==> src/rtl/seq_detect_fsm.sv <==
`default_nettype none
// ============================================================================
//  Module   : seq_detect_fsm
//  Purpose  : Serial pattern detector for a PAT_W-bit PATTERN (MSB received
//             first). Consumes one qualified bit per cycle, tracks the longest
//             matched prefix in a one-hot state vector, pulses dout on every
//             full match and keeps a saturating match counter. A runtime
//             overlap input selects whether a match may share bits with the
//             next one.
//  Ports    : clk        - clock, rising edge
//             rst        - synchronous active-high reset
//             din        - serial data bit
//             din_valid  - din consumed this cycle when high
//             overlap    - 1: overlapping matches, 0: restart after a match
//             clr_cnt    - synchronous clear of match_cnt
//             dout       - registered one-cycle match pulse
//             match_cnt  - registered saturating match count
//             state      - registered one-hot state (bit0 IDLE, bit k+1 M_k)
//  Revision : 1.0 - initial release
// ============================================================================
module seq_detect_fsm #(
    parameter int               PAT_W   = 4,
    parameter logic [PAT_W-1:0] PATTERN = 4'b1011,
    parameter int               CNT_W   = 8
) (
    input  logic             clk,
    input  logic             rst,
    input  logic             din,
    input  logic             din_valid,
    input  logic             overlap,
    input  logic             clr_cnt,
    output logic             dout,
    output logic [CNT_W-1:0] match_cnt,
    output logic [PAT_W:0]   state
);

    // ------------------------------------------------------------------------
    // Parameter legality
    // ------------------------------------------------------------------------
    generate
        if (PAT_W < 2 || PAT_W > 32) begin : g_bad_pat_w
            $error("seq_detect_fsm: PAT_W must be in 2..32");
        end
        if (CNT_W < 1 || CNT_W > 32) begin : g_bad_cnt_w
            $error("seq_detect_fsm: CNT_W must be in 1..32");
        end
    endgenerate

    // ------------------------------------------------------------------------
    // Elaboration-time transition table
    // ------------------------------------------------------------------------
    // Bit idx of PATTERN in arrival order (idx 0 = first bit received).
    function automatic logic f_pbit(input int idx);
        logic [PAT_W-1:0] v;
        v = PATTERN >> (PAT_W - 1 - idx);
        return v[0];
    endfunction

    // From M_k on bit b: longest suffix of (prefix_k, b) that is also a
    // prefix of PATTERN, capped at PAT_W-1. For k = PAT_W-1 and b equal to
    // the last pattern bit this is the longest proper border, i.e. the
    // overlapping post-match state.
    function automatic int f_next(input int k, input logic b);
        int   lim;
        int   res;
        int   sidx;
        logic ok;
        logic sb;
        lim = (k + 1 < PAT_W - 1) ? k + 1 : PAT_W - 1;
        res = 0;
        for (int len = 1; len < PAT_W; len++) begin
            ok = (len <= lim);
            for (int t = 0; t < len; t++) begin
                sidx = k + 1 - len + t;
                sb   = (sidx == k) ? b : f_pbit(sidx);
                if (sb != f_pbit(t)) begin
                    ok = 1'b0;
                end
            end
            if (ok) begin
                res = len;
            end
        end
        return res;
    endfunction

    // Mask of source states M_k that move to M_d when bit b is consumed.
    function automatic logic [PAT_W-1:0] f_src_mask(input int d, input logic b);
        logic [PAT_W-1:0] m;
        m = '0;
        for (int k = 0; k < PAT_W; k++) begin
            if (f_next(k, b) == d) begin
                m = m | (PAT_W'(1) << k);
            end
        end
        return m;
    endfunction

    localparam logic [PAT_W:0]   c_idle_oh  = (PAT_W+1)'(1);
    localparam logic [PAT_W:0]   c_m0_oh    = (PAT_W+1)'(2);
    localparam logic             c_last     = PATTERN[0];
    localparam logic [CNT_W-1:0] c_cnt_one  = CNT_W'(1);
    localparam logic [CNT_W-1:0] c_cnt_max  = '1;

    // ------------------------------------------------------------------------
    // Signals
    // ------------------------------------------------------------------------
    logic [PAT_W:0]   r_state;
    logic             r_dout;
    logic [CNT_W-1:0] r_cnt;
    logic [PAT_W:0]   w_state_nxt;
    logic [PAT_W-1:0] w_goto;
    logic             w_hit;
    logic             w_legal;

    // w_goto[d]: some active match state moves to M_d on the consumed bit.
    generate
        for (genvar d = 0; d < PAT_W; d++) begin : g_goto
            localparam logic [PAT_W-1:0] c_src0 = f_src_mask(d, 1'b0);
            localparam logic [PAT_W-1:0] c_src1 = f_src_mask(d, 1'b1);
            assign w_goto[d] = din_valid &
                               (|(r_state[PAT_W:1] & (din ? c_src1 : c_src0)));
        end
    endgenerate

    // ------------------------------------------------------------------------
    // Next-state and hit logic
    // ------------------------------------------------------------------------
    always_comb begin
        w_state_nxt = '0;
        w_legal     = $onehot(r_state);
        // Being in M_{PAT_W-1} guarantees the first PAT_W-1 bits already
        // match, so only the incoming bit needs comparing.
        w_hit       = w_legal & r_state[PAT_W] & din_valid & (din == c_last);

        w_state_nxt[PAT_W:1] = (r_state[PAT_W:1] & {PAT_W{~din_valid}}) | w_goto;

        // IDLE always leaves to M0; a non-overlapping hit restarts at M0
        // (w_goto would otherwise point at the border state). A corrupted
        // state vector also recovers to M0.
        if (r_state[0] || (w_hit && !overlap) || !w_legal) begin
            w_state_nxt = c_m0_oh;
        end
    end

    // ------------------------------------------------------------------------
    // Registers
    // ------------------------------------------------------------------------
    always_ff @(posedge clk) begin
        if (rst) begin
            r_state <= c_idle_oh;
            r_dout  <= 1'b0;
            r_cnt   <= '0;
        end else begin
            r_state <= w_state_nxt;
            r_dout  <= w_hit;
            if (clr_cnt) begin
                r_cnt <= w_hit ? c_cnt_one : '0;
            end else if (w_hit && (r_cnt != c_cnt_max)) begin
                r_cnt <= r_cnt + c_cnt_one;
            end
        end
    end

    assign state     = r_state;
    assign dout      = r_dout;
    assign match_cnt = r_cnt;

endmodule
`default_nettype wire
==> config.mk <==
export PLATFORM = sky130hd
export DESIGN_NAME = seq_detect_fsm
export DESIGN_NICKNAME = d
export VERILOG_FILES = /design/src/rtl/seq_detect_fsm.sv
export SDC_FILE = /design/constraint.sdc
export NUM_CORES = 1
export LEC_CHECK = 0
export CAP_MARGIN = 20
export CORE_MARGIN = 8
export CORE_UTILIZATION = 35
export DETAILED_ROUTE_END_ITERATION = 6
export GPL_TIMING_DRIVEN = 0
export SLEW_MARGIN = 15
export SYNTH_ARGS = -nofsm -noshare
export SYNTH_HDL_FRONTEND = slang
export SYNTH_SLANG_ARGS = --single-unit
==> constraint.sdc <==
create_clock -name clk -period 2.5 [get_ports clk]
set_input_delay 0.5 -clock clk [delete_from_list [all_inputs] [get_ports clk]]
set_output_delay 0.5 -clock clk [all_outputs]
set_load 0.01 [all_outputs]
==> summary by stage, run 1 <==
Run status
The run finished, with violations left. The final reports fail on negative setup slack.

Power
The power per standard cell area is 391 mW/mm^2. Of the total power, the share spent switching nets is 0.249. The share of total power dissipated in combinational logic is 0.144.

Of the total power, the clock network draws 0.321. The internal power is 319 uW. The sum of internal, switching and leakage power is 424 uW. The power share of the sequential group is 0.534. The largest vdd supply drop is 224 uV.

The leakage power figure is 0.391 nW. The net load switching power is 105 uW.

Global route
The total grt overflow is 0. In the global route stage, overall resource usage came out at 0.109. The first global-routing pass estimated roughly 3.2 mm of wire.

The initial antenna violation count is 0. The number of global-route vias before repair is ~740. Entering global routing, the biggest net connects 10 pins.

Timing
The number of max-slew violations in the final report was 0. The transition time of the tightest slew-check pin is between 300 and 400 ps. Setup repair after global routing could not meet its margin everywhere.

The worst setup slack after layout is -142 ps. The total count of hold-check failures in the final report is 0. Dividing the final minimum period by the clock period gives 1.06. After layout, the minimum clock period comes to 2640 ps. The worst pin sits at a relative slew slack of 0.777. The setup-violating endpoint count in the final report is 7. The worst setup skew after layout is a little over 7 ps. Timing would allow up to 379 MHz.

Finish
Leaving out fill and tap cells, the most frequent cells in the layout are 18 x sky130_fd_sc_hd__clkdlybuf4s50_1, 11 x sky130_fd_sc_hd__dfxtp_1, 7 x sky130_fd_sc_hd__inv_1, 7 x sky130_fd_sc_hd__nor2_1. Of the cells placed in the final design, the portion with a size suffix greater than 1 is 0.263. For this run, the post-layout net count is 125. Once layout is complete, the utilization of the core stands at 0.547. The most common library cell in the layout ignoring fill and taps is sky130_fd_sc_hd__clkdlybuf4s50_1. After routing the design area is approximately 0.0011 mm^2. The final antenna diode count is 0. The growth of design area from synthesis to finish is 47.3%.

Floorplanning
The die is 61.8 um tall. The floorplan step defined a die boundary enclosing around 0.0038 mm^2. The horizontal die dimension is 61.8 um. In this run the count of I/O pins placed on the die edge is 20.

For this configuration, the core starts out at a cell density of 0.371. After floorplanning, the core was divided into 16 placement rows. The floorplan core area is 0.00198 mm^2.

Route
The detailed router finished its first iteration with 11 violations. After detailed routing, the number of vias per cell comes to 5.21. Dividing the detail-routed wire length by the instance count gives 13.0 um. For this run, design rule violations remaining after detail routing come to 0.

The routed wire length is 1.83 mm. The pre-antenna-repair detailed-routing pass consisted of 4 iterations. The post-detailed-route count of antenna-violating nets is 0.

Across all layers, the routed design uses 735 vias.

Placed design
Before CTS, the worst setup slack after placement is -183 ps. The wire-length estimate of the detail-placed layout is around 1.3 mm. The final estimated routing congestion in global placement is ~0.78.

The number of I/O port buffers is 18. In this run the cell area measured after placement is 958 um^2.

Synth
For this run, the register share of the synthesized area comes to 0.381. The synthesized area is 736 um^2. When the netlist entered floorplanning its net count stood at 95. Synthesis handed over a netlist of 85 instances. The number of distinct standard cells referenced by the synthesized netlist is 32.

By area the synthesized netlist is led by sky130_fd_sc_hd__dfxtp_1 38%, sky130_fd_sc_hd__a21oi_1 5.4%, sky130_fd_sc_hd__fa_1 5.4%, sky130_fd_sc_hd__a311oi_1 4.8%, sky130_fd_sc_hd__inv_1 4.6%. Of the post-synthesis cell area, the dominant cell type holds 0.381. The synthesized area per cell is 8.66 um^2. For this run, the number of Yosys warnings is 0. The register bit total from synthesis is 14. The async set-or-reset flop fraction in the synthesized netlist is 0.

The number of enable flip-flop cells after synthesis is 0. The library cell occupying the most area in the post-synthesis netlist is sky130_fd_sc_hd__dfxtp_1. For this run, the leading register cell type out of synthesis is sky130_fd_sc_hd__dfxtp_1.

Min path
The worst hold path class is flip-flop to flip-flop. The start point of the worst min-delay path is state[0].

CTS
The clock passes through at most 2 buffers. CTS built an H-tree with a depth of 1. The clock latency reported for the late side of the worst-skew pair is 280 ps. The number of sinks on the clock net is 14.

TritonCTS created 3 clock buffers. TritonCTS built the clock tree. Clock-pin slew was measured on the worst setup and hold paths at 90 ps. The root buffer cell is sky130_fd_sc_hd__clkbuf_4.

Setup path
The critical path's most frequent cell is sky130_fd_sc_hd__inv_2. The kind of end point of the critical path is a flip-flop. The signal on the critical path passes through inv_2, fa_1, fa_2, inv_2, ha_4, or3_4, or4_4, a221oi_2. The maximum fanout count along the critical path is 3. The worst setup path is launched from a flip-flop. The signal arrival time at the worst endpoint is 2850 ps.

The worst-path cell with the longest stage delay is sky130_fd_sc_hd__or4_4. The kind of cell with the highest combined delay on the critical path is adder cells. The number of buffers and inverters on the critical path is 2. The classification of the worst setup path is flip-flop to flip-flop.

The delay of the slowest cell on the worst path is 540 ps. The data required time at the worst endpoint is 2700 ps.

Job
The tool flagged a number of max-cap violations equal to 0.
-- logic make-up (layout without fill, tap and decap cells) --
kind of cell,count (synthesis),count (layout),synth area share
adder cells (fa/ha/maj),4,4,0.0884
AND/OR/NAND/NOR,32,32,0.247
flip-flops,14,14,0.381
buffers and inverters,11,40,0.0578
AO/OA/AOI/OAI,23,23,0.213
multiplexers,1,1,0.0136
-- power groups by stage --
stage	registers (mW)	logic [mW]	clock network, mW
final	0.227	0.0611	0.136
after floorplan	0.233	0.0270	0
after global routing	0.227	0.0661	0.157
after CTS	0.227	0.0601	0.140
after detailed placement	0.233	0.0471	0
after global placement	0.233	0.0470	0
-- path summary, 6_finish.rpt --
kind / to / slack [ps] / cells after the start
worst max register to register: flip-flop / -140 / 8
worst min-delay path: state[1] / 510 / 2
worst max-delay path: flip-flop / -140 / 8
worst min register to register: state[1] / 510 / 2
-- worst min-delay path, cell delays in order, from the launching register on --
cell,delay [ps]
sky130_fd_sc_hd__dfxtp_2,350
sky130_fd_sc_hd__nor4_1,50
sky130_fd_sc_hd__nor2_1,70
-- cell type report --
class,instances,area [um^2]
inverter,9,33.8
tap,27,33.8
clock buffer,4,26.3
sequential,14,287
multi-input combinational,60,458
buffer,2,8.76
fill,181,898
timing repair buffer,25,236
-- metrics by stage --
stage	TNS (ps)	hold slack, ps	cells
6_report	-477	506	141
5_1_grt	-1500	513	141
4_1_cts	-364	508	138
3_5_place_dp	-813	498	130
3_3_place_gp	-632	487	130
2_1_floorplan	-139	504	85
-- timing repair --
action,CTS,global route
buffers inserted,4,3
pin swaps,8,4
hold buffers,0,0
setup endpoints to repair,8,10
resized for setup,8,2
-- synth_stat cells (all sizes together) (2+ instances only) --
cell type / instances
nand3: 4
nand2: 2
ha: 2
nand4: 2
nor3: 4
or3: 2
and3: 2
fa: 2
nor2: 9
a311oi: 4
inv: 9
o21ai: 5
dfxtp: 14
a21oi: 8
-- metal layers --
metal	global-route usage	wire length, um	part of all wire
met1	0.139	902	0.49
met2	0.161	814	0.45
met3	0.0288	95	0.052
met4	0.0584	14	0.0077
met5	0	0	0
Note: power is estimated with default switching activity, not from simulation.
==> run 2: changes to the inputs <==
Settings changed: SLEW_MARGIN 15 to not set.
==> results of run 2 <==
Final layout, timing and power as in run 1 (identical DEF).
==> run 3: changes to the inputs <==
Settings changed: PLACE_DENSITY set to 0.66, SLEW_MARGIN set to 20.
==> run 3 against run 2 <==
  * Critical path depth stayed put
  * Highest routed layer unchanged
  * Flip-flop and latch count stayed put
  * Utilization grew 2.0 points
  * Critical path type unchanged
  * Final area up 3.7%
  * Wire length increased by 6.6%
  * Global-route usage down 0.32 points
  * Combinational power rose by 6.2%
  * The flow still finishes with violations (negative setup slack)
  * Non-clock buffer count is the same
==> summary by stage, run 3 (synthesis gave the netlist of run 1 again) <==
Run status
Status: finished, violations left (unchanged). Violated checks: negative setup slack (unchanged).

Route
The number of violations reported at the end of detailed-routing iteration 0 came to 3 (was 11). The count of unresolved DRC violations after routing is 0 (unchanged). The number of vias in the routed layout is 744 (was 735).

The per-cell routed wire length is 13.8 um (was 13.0 um). The post-detailed-route count of antenna-violating nets is 0 (unchanged). The post-detailed-route via-to-cell ratio is 5.28 (was 5.21).

The routed wire length is 1.95 mm (was 1.83 mm). The first-pass iteration count of the detailed router is 4 (unchanged).

Finish
The area of combinational cells with multiple inputs is 492 um^2 (was 458 um^2). The number of filler instances in the final layout is 168 (was 181). The final standard cell count with taps included and fillers excluded is 141 (unchanged).

The register area is 287 um^2 (unchanged). The growth of design area from synthesis to finish is 52.7% (was 47.3%). The most common library cell in the layout ignoring fill and taps is sky130_fd_sc_hd__clkdlybuf4s50_1 (unchanged). The design area is 0.00112 mm^2 (was 0.00108 mm^2). Most frequent cells in the layout: 18 x sky130_fd_sc_hd__clkdlybuf4s50_1, 11 x sky130_fd_sc_hd__dfxtp_1, 8 x sky130_fd_sc_hd__nor2_1 (was 18 x sky130_fd_sc_hd__clkdlybuf4s50_1, 11 x sky130_fd_sc_hd__dfxtp_1, 7 x sky130_fd_sc_hd__inv_1, 7 x sky130_fd_sc_hd__nor2_1).

The final antenna diode count is 0 (unchanged). The net count reported at finish is 125 (unchanged). The layout cell share with drive strength beyond 1 is 0.316 (was 0.263).

Min path
The worst hold path class is flip-flop to flip-flop (unchanged). The start point of the worst min-delay path is state[0] (unchanged). The hold-critical path depth was 2 (unchanged).

Timing
The number of max-slew violations in the final report is 0 (unchanged). The total count of hold-check failures in the final report is 0 (unchanged). Setup repair after global routing missed its margin: yes (unchanged). The final critical path time including I/O delays and setup is 2650 ps (was 2640 ps).

The setup TNS after final layout came to -486 ps (was -477 ps). The transition time of the tightest slew-check pin is 386 ps (was 334 ps). The worst setup skew after layout is 2.78 ps (was 7.06 ps). The peak clock frequency supported by timing is 378 MHz (was 379 MHz). The worst slew margin relative to its limit is 0.743 (was 0.777). The worst setup slack after layout is -146 ps (was -142 ps). The setup-violating endpoint count in the final report came to 7 (unchanged).

The period utilization is 1.06 (about the same).

Global route
The initial antenna violation count came to 0 (unchanged). The combined global-route utilization of all metal layers was 0.105 (was 0.109). The first-pass GRT wire length is 3.07 mm (was 3.15 mm). The total grt overflow came to 0 (unchanged). The number of global-route vias before repair was 702 (was 738). The pin count of the biggest net entering global routing is 10 (unchanged).

Power
The switching power as a share of total power was 0.238 (was 0.249). The net load switching power is 108 uW (was 105 uW). The combinational group share of total power is 0.142 (was 0.144). The share of total power in the clock network is 0.361 (was 0.321).

The internal power is 348 uW (was 319 uW). The sum of internal, switching and leakage power is 456 uW (was 424 uW). The power share of the sequential group is 0.497 (was 0.534). The leakage power figure is 0.401 nW (was 0.391 nW). The power per standard cell area is 406 mW/mm^2 (was 391 mW/mm^2).

The largest vdd supply drop is 237 uV (was 224 uV).

Setup path
The data required time at the worst endpoint is 2700 ps (about the same). The maximum fanout count along the critical path is 4 (was 3). The critical path launch point type is a flip-flop (unchanged). The kind of end point of the critical path is a flip-flop (unchanged). The depth of the worst register-to-register path is 8 (unchanged).

The signal arrival time at the worst endpoint was 2840 ps (was 2850 ps). The classification of the worst setup path is flip-flop to flip-flop (unchanged).

Placed design
The pre-CTS worst setup slack is -185 ps (was -183 ps). The cell count after placement was 130 (unchanged). The final estimated routing congestion in global placement came to 0.790 (was 0.778).

The standard cell area after detailed placement is 958 um^2 (unchanged). The sum of net half-perimeters after detailed placement is 1.34 mm (was 1.27 mm). The number of I/O port buffers came to 18 (unchanged).

Floorplanning
The starting density of the core was 0.371 (unchanged). The floorplan core area was 0.00198 mm^2 (unchanged). The row count is 16 (unchanged). The number of top-level pins is 20 (unchanged).

The horizontal die dimension is 61.8 um (unchanged). The vertical die dimension is 61.8 um (unchanged). The area enclosed by the die boundary is 0.00382 mm^2 (unchanged).

CTS
The maximum root-to-sink buffer count is 2 (unchanged). The H-tree depth is 1 (unchanged). The clock latency reported for the late side of the worst-skew pair is 280 ps (about the same). The number of CTS-inserted buffers came to 3 (unchanged). The number of sinks on the clock net is 14 (unchanged).

The clock transition at the register clock pins on the worst setup and hold paths after CTS came to 90 ps (about the same). The TritonCTS clock tree was yes (unchanged). The number of hold-repair buffers added at the cts stage was 0 (unchanged). The root buffer cell is sky130_fd_sc_hd__clkbuf_4 (unchanged).

Job
The reported max-cap violation count is 0 (unchanged).
run 3: critical path, stage by stage, from the launching register on:
cell and delay, ps:
sky130_fd_sc_hd__dfxtp_4 360, sky130_fd_sc_hd__inv_2 40, sky130_fd_sc_hd__fa_1 480, sky130_fd_sc_hd__fa_2 350
sky130_fd_sc_hd__inv_2 70, sky130_fd_sc_hd__ha_4 190, sky130_fd_sc_hd__or3_4 350, sky130_fd_sc_hd__or4_4 550
sky130_fd_sc_hd__a221oi_2 180
run 3: through the flow:
stage                      util  hold slack, ps
after floorplan               -             504
after global placement    0.484             486
after detailed placement  0.484             494
after CTS                 0.533             509
after global routing      0.567             524
final                     0.567             505
run 3: metal layers:
metal	GRT usage	routed length (um)	up-vias	part of all wire
li1	-	-	364	-
met1	0.118	833	357	0.43
met2	0.177	965	19	0.50
met3	0.0391	113	4	0.058
met4	0.0390	35	0	0.018
met5	0	0	-	0
run 3: final cells by class:
class                      instances  area share
buffer                             2     0.00780
clock buffer                       4      0.0323
inverter                           9      0.0301
multi-input combinational         60       0.438
sequential                        14       0.255
tap                               27      0.0301
timing repair buffer              25       0.207
run 3: final timing paths:
kind | endpoint | slack (ps)
worst max register to register | flip-flop | -150
worst min register to register | state[1] | 510
worst max-delay path | flip-flop | -150
worst min-delay path | state[1] | 510
run 3: repair_timing:
action                                 in CTS  in global routing
gates resized for setup                     4                 13
endpoints found under the hold margin       0                  0
setup endpoints to repair                   8                 11
buffers inserted                            5                  2
pin swaps                                   6                 10
run 3: power by group through the flow:
stage,combinational (mW),sequential [mW],clock [mW]
after floorplan,0.0270,0.233,0
after global placement,0.0462,0.233,0
after detailed placement,0.0471,0.233,0
after CTS,0.0523,0.227,0.166
after global routing,0.0705,0.227,0.172
final,0.0649,0.227,0.164
